==> src/rtl/mandel_iterator.sv <==
// rtl/mandel_iterator.sv - Mandelbrot escape-time iterator, z <- z^2 + c on signed Q(INT_BITS).(FRAC_BITS).
// Optional MANDEL_ESCAPE_Z_EN adds out_zr/out_zi carrying the final z for smooth shading.
module pipeline_mult #(
   parameter int W = 18
) (
   input  logic                  clock,
   input  logic                  rst,
   input  logic signed [W-1:0]   a,
   input  logic signed [W-1:0]   b,
   output logic signed [2*W-1:0] p
);
   logic signed [W-1:0] a_q;
   logic signed [W-1:0] b_q;

   always_ff @(posedge clock) begin
      if (rst) begin
         a_q <= '0;
         b_q <= '0;
         p   <= '0;
      end else begin
         a_q <= a;
         b_q <= b;
         p   <= a_q * b_q;
      end
   end
endmodule

module mandel_iterator #(
   parameter int INT_BITS  = 3,
   parameter int FRAC_BITS = 15,
   parameter int ITER_BITS = 10,
   parameter int MAX_ITER  = 1000,
   localparam int NUM_BITS = INT_BITS + FRAC_BITS
) (
   input  logic                       clock,
   input  logic                       reset,
   input  logic                       in_valid,
   output logic                       in_ready,
   input  logic signed [NUM_BITS-1:0] c_re,
   input  logic signed [NUM_BITS-1:0] c_im,
   output logic                       out_valid,
   input  logic                       out_ready,
   output logic [ITER_BITS-1:0]       out_iter
`ifdef MANDEL_ESCAPE_Z_EN
   ,
   output logic signed [NUM_BITS-1:0] out_zr,
   output logic signed [NUM_BITS-1:0] out_zi
`endif
);
   localparam int PW = 2 * NUM_BITS;
   localparam int SW = NUM_BITS + 1;
   localparam int UW = NUM_BITS + 2;
   localparam logic signed [NUM_BITS-1:0] TWO     = NUM_BITS'(1 << (FRAC_BITS + 1));
   localparam logic signed [SW-1:0]       FOUR_SQ = SW'(1 << (FRAC_BITS + 2));
   localparam logic signed [UW-1:0]       SAT_MAX = UW'((1 << (NUM_BITS - 1)) - 1);
   localparam logic signed [UW-1:0]       SAT_MIN = UW'(-(1 << (NUM_BITS - 1)));
   localparam logic [ITER_BITS-1:0]       MAX_CNT = ITER_BITS'(MAX_ITER);

   typedef enum logic [2:0] {IDLE, ISSUE, WAIT, UPDATE, DONE} state_t;
   state_t state;

   logic signed [NUM_BITS-1:0] zr, zi, cr, ci;
   logic [ITER_BITS-1:0]       iter;
   logic signed [PW-1:0]       p_rr, p_ii, p_ri;
   logic signed [SW-1:0]       sq_r, sq_i, mag;
   logic signed [UW-1:0]       x2, nr, ni;
   logic signed [NUM_BITS-1:0] nr_sat, ni_sat;
   logic                       escape;
   logic                       mult_rst;
   logic                       unused_bits;

   assign mult_rst = ~reset;

   pipeline_mult #(.W(NUM_BITS)) u_mult_rr (.clock(clock), .rst(mult_rst), .a(zr), .b(zr), .p(p_rr));
   pipeline_mult #(.W(NUM_BITS)) u_mult_ii (.clock(clock), .rst(mult_rst), .a(zi), .b(zi), .p(p_ii));
   pipeline_mult #(.W(NUM_BITS)) u_mult_ri (.clock(clock), .rst(mult_rst), .a(zr), .b(zi), .p(p_ri));

   assign unused_bits = ^{p_rr[PW-1:FRAC_BITS+SW], p_rr[FRAC_BITS-1:0],
                          p_ii[PW-1:FRAC_BITS+SW], p_ii[FRAC_BITS-1:0],
                          p_ri[PW-1:FRAC_BITS-1+UW], p_ri[FRAC_BITS-2:0]};

   function automatic logic signed [NUM_BITS-1:0] sat(input logic signed [UW-1:0] v);
      if (v > SAT_MAX)
         return SAT_MAX[NUM_BITS-1:0];
      else if (v < SAT_MIN)
         return SAT_MIN[NUM_BITS-1:0];
      else
         return v[NUM_BITS-1:0];
   endfunction

   // Taking the cross product one bit lower yields 2*zr*zi without losing its LSB.
   always_comb begin
      sq_r   = p_rr[FRAC_BITS +: SW];
      sq_i   = p_ii[FRAC_BITS +: SW];
      x2     = p_ri[FRAC_BITS-1 +: UW];
      mag    = sq_r + sq_i;
      escape = (zr >= TWO) || (zr <= -TWO) || (zi >= TWO) || (zi <= -TWO) || (mag >= FOUR_SQ);
      nr     = UW'(sq_r) - UW'(sq_i) + UW'(cr);
      ni     = x2 + UW'(ci);
      nr_sat = sat(nr);
      ni_sat = sat(ni);
   end

   always_ff @(posedge clock or negedge reset) begin
      if (!reset) begin
         state     <= IDLE;
         in_ready  <= 1'b0;
         out_valid <= 1'b0;
         out_iter  <= '0;
         zr        <= '0;
         zi        <= '0;
         cr        <= '0;
         ci        <= '0;
         iter      <= '0;
`ifdef MANDEL_ESCAPE_Z_EN
         out_zr    <= '0;
         out_zi    <= '0;
`endif
      end else begin
         case (state)
            IDLE: begin
               in_ready <= 1'b1;
               if (in_valid && in_ready) begin
                  cr       <= c_re;
                  ci       <= c_im;
                  zr       <= '0;
                  zi       <= '0;
                  iter     <= '0;
                  in_ready <= 1'b0;
                  state    <= ISSUE;
               end
            end
            ISSUE: state <= WAIT;
            WAIT:  state <= UPDATE;
            UPDATE: begin
               // On the iteration limit iter already equals MAX_ITER, so both exits report iter.
               if (escape || (iter == MAX_CNT)) begin
                  out_iter  <= iter;
                  out_valid <= 1'b1;
`ifdef MANDEL_ESCAPE_Z_EN
                  out_zr    <= zr;
                  out_zi    <= zi;
`endif
                  state     <= DONE;
               end else begin
                  zr    <= nr_sat;
                  zi    <= ni_sat;
                  iter  <= iter + 1'b1;
                  state <= ISSUE;
               end
            end
            DONE: begin
               if (out_ready) begin
                  out_valid <= 1'b0;
                  in_ready  <= 1'b1;
                  state     <= IDLE;
               end
            end
            default: state <= IDLE;
         endcase
      end
   end
endmodule

==> config.mk <==
export PLATFORM = sky130hd
export DESIGN_NAME = mandel_iterator
export DESIGN_NICKNAME = d
export VERILOG_FILES = /design/src/rtl/mandel_iterator.sv
export SDC_FILE = /design/constraint.sdc
export NUM_CORES = 2
export LEC_CHECK = 0
export ABC_AREA = 1
export CORE_MARGIN = 10
export CORE_UTILIZATION = 61
export CTS_CLUSTER_SIZE = 16
export DETAILED_ROUTE_END_ITERATION = 8
export GPL_ROUTABILITY_DRIVEN = 0
export PLACE_DENSITY = 0.81
export SYNTH_ARGS = -nofsm -noshare
export SYNTH_HDL_FRONTEND = slang
export SYNTH_HIERARCHICAL = 1
export SYNTH_SLANG_ARGS = --single-unit
==> constraint.sdc <==
create_clock -name clock -period 5.34 [get_ports clock]
set_input_delay 0.801 -clock clock [delete_from_list [all_inputs] [get_ports clock]]
set_output_delay 0.801 -clock clock [all_outputs]
set_load 0.05 [all_outputs]
==> impl_metrics.json <==
{
  "postLayoutCellArea_mm2": 0.0603,
  "period_share_pct": 106,
  "synth_area_mm2": 0.0503,
  "grt-ovfl-total": 0,
  "die_width_um": 307,
  "crit_arrival_ns": 6.20,
  "core_area_mm2": 0.0820,
  "port_buffers": 51,
  "worstPathRequired_ns": 5.86,
  "crit_path_start_kind": "flip-flop",
  "finalHoldViolCount": 0,
  "end_kind": "flip-flop",
  "syn_area_per_cell_um2": 7.55,
  "num_vias": 45200,
  "final_cell_mix": "inv_1, nand2_1, fa_1",
  "grt_start_max_net_pins": 61,
  "power_frac_comb_pct": 76.9,
  "slew_viol_final": 0,
  "clk_latency_ns": 0.62,
  "drc_errors": 0,
  "pin_count": 52,
  "postRouteAntennaNets": 0,
  "max_freq_ghz": 0.176,
  "grt_pass1_vias": 44900,
  "fillers": 5110,
  "rows": 105,
  "powerDensity_mw_per_mm2": 410,
  "maxCapViolCount": 0,
  "grt_pass1_wl_um": 221000,
  "drt_wl_total_um": 156000,
  "grt_usage_pct": 28.6,
  "layout-drive-gt1-share_pct": 19.2,
  "synth_nets": 8033,
  "tritoncts": "done",
  "place_ws_ns": -0.337,
  "path_class": "reg2reg",
  "syn_to_final_growth_pct": 19.8,
  "path_clk_slew_ns": 0.07,
  "p_int_mw": 11.6,
  "worst-r2r-setup-slack_ns": -0.34,
  "p_clk_share_pct": 9.4,
  "min_period_ns": 5.68,
  "status": "finished, violations left",
  "fp.dieH_um": 307,
  "layout.nets": 8345,
  "top_regs": "u_mult_ri/p (20), u_mult_ii/p (19), u_mult_rr/p (19)",
  "viasPerCell": 5.60,
  "vdd_drop_max_v": 0.000653,
  "rsz0062_at_grt": "yes",
  "finalSetupViolCount": 42,
  "violations": "setup timing",
  "cts_buffers": 31,
  "largest_reg_flops": 20,
  "p_sw_share_pct": 53.2,
  "tightest_slew_ns": 1.06,
  "critPathMaxFanout": 5,
  "largest-register": "u_mult_ri/p",
  "htree_num_levels": 1,
  "routedWlPerCell_um": 19.4,
  "fin_ws_ns": -0.340,
  "clock_sinks": 263,
  "dpl-instance-area_mm2": 0.0548,
  "yosysWarningCount": 6,
  "min_path_type": "in2async",
  "start_util_pct": 61.4,
  "die_area_mm2": 0.0944,
  "antenna_found_initial": 1,
  "ctsRootBufferMaster": "clkbuf_16",
  "final_common_cell": "inv_1",
  "p_leak_nw": 35.4,
  "dp_hpwl_um": 107000,
  "netSwitchingPower_mw": 13.1,
  "pwr-share-seq_pct": 13.7,
  "synthCells": 6671,
  "skew_ns": 0.0227,
  "cts_buffer_depth": 3,
  "slew-limit-headroom_pct": 29.1,
  "drtPass1Iterations": 8,
  "drt-initial-drc-count": 5040
}
==> routing by layer <==
metal,wire [µm],up-vias,global-route usage (%)
met4,12100,4,12.9
met1,52500,21900,34.9
met5,52,-,0
met3,15800,1077,4.91
met2,75900,3024,49.4
li1,-,19300,-
==> cell type report <==
type | instances | area [µm²] | area share (%)
multi-input cells | 4081 | 38600 | 64.0
repair buffers | 541 | 5530 | 9.18
flip-flops and latches | 263 | 5940 | 9.85
well taps | 1070 | 1340 | 2.22
diodes | 1 | 2.50 | 0.00415
clock buffers | 38 | 853 | 1.41
clock inverters | 20 | 245 | 0.407
inverters | 2065 | 7780 | 12.9
==> worst max-delay path, stage by stage (launching register included) <==
cell      delay [ns]
dfxtp_4         0.37
buf_6           0.13
nand2_1         0.09
inv_1           0.08
fa_1            0.56
inv_2           0.09
fa_1            0.56
inv_1           0.10
ha_1            0.28
inv_1           0.05
fa_1            0.52
inv_1           0.08
fa_1            0.54
inv_1           0.05
fa_1            0.52
inv_1           0.09
ha_4            0.25
nand2_2         0.13
inv_1           0.08
nand2_2         0.11
inv_2           0.05
nand2_1         0.07
nand2_1         0.07
nand3b_1        0.26
nand2_1         0.15
nand2_1         0.08
nor2_2          0.21
==> power by group through the flow <==
stage	sequential (mW)	combinational (mW)	clock (mW)
2_1_floorplan	2.88	10.3	0
3_3_place_gp	3.28	14.4	0
3_5_place_dp	3.29	14.8	0
4_1_cts	3.27	15.5	2.33
5_1_grt	3.41	20.5	2.42
6_report	3.38	19.0	2.33
==> repair_timing <==
action,4_1_cts,5_1_grt
pin swaps,20,436
hold buffers,0,0
gates resized for setup,118,827
gates cloned,1,11
endpoints found under the hold margin,0,0
setup buffers,12,95
setup endpoints to repair,53,58
==> path summary, 6_finish.rpt <==
kind | start | to | cells after the start
worst max-delay path | u_mult_rr/a_q[17] | u_mult_rr/p[27] | 26
worst max register to register | u_mult_rr/a_q[17] | u_mult_rr/p[27] | 26
worst min register to register | state[0] | state[0] | 1
min in group clock | state[0] | state[0] | 1
max in group asynchronous | reset | cr[1] | 2
worst min-delay path | reset | out_iter[0] | 1
==> through the flow <==
stage	instances	TNS, ns	hold slack (ns)	utilization, %	total power [mW]
3_5_place_dp	7901	-6.06	0.470	66.9	18.1
4_1_cts	7972	-0.215	0.216	69.0	21.1
3_3_place_gp	7901	-1.90	0.451	66.9	17.6
6_report	8079	-5.52	0.197	73.6	24.7
2_1_floorplan	6671	-0.0489	0.440	-	13.1
5_1_grt	8078	-11.30	0.239	73.6	26.4
Power figures use the tool's default switching activity.
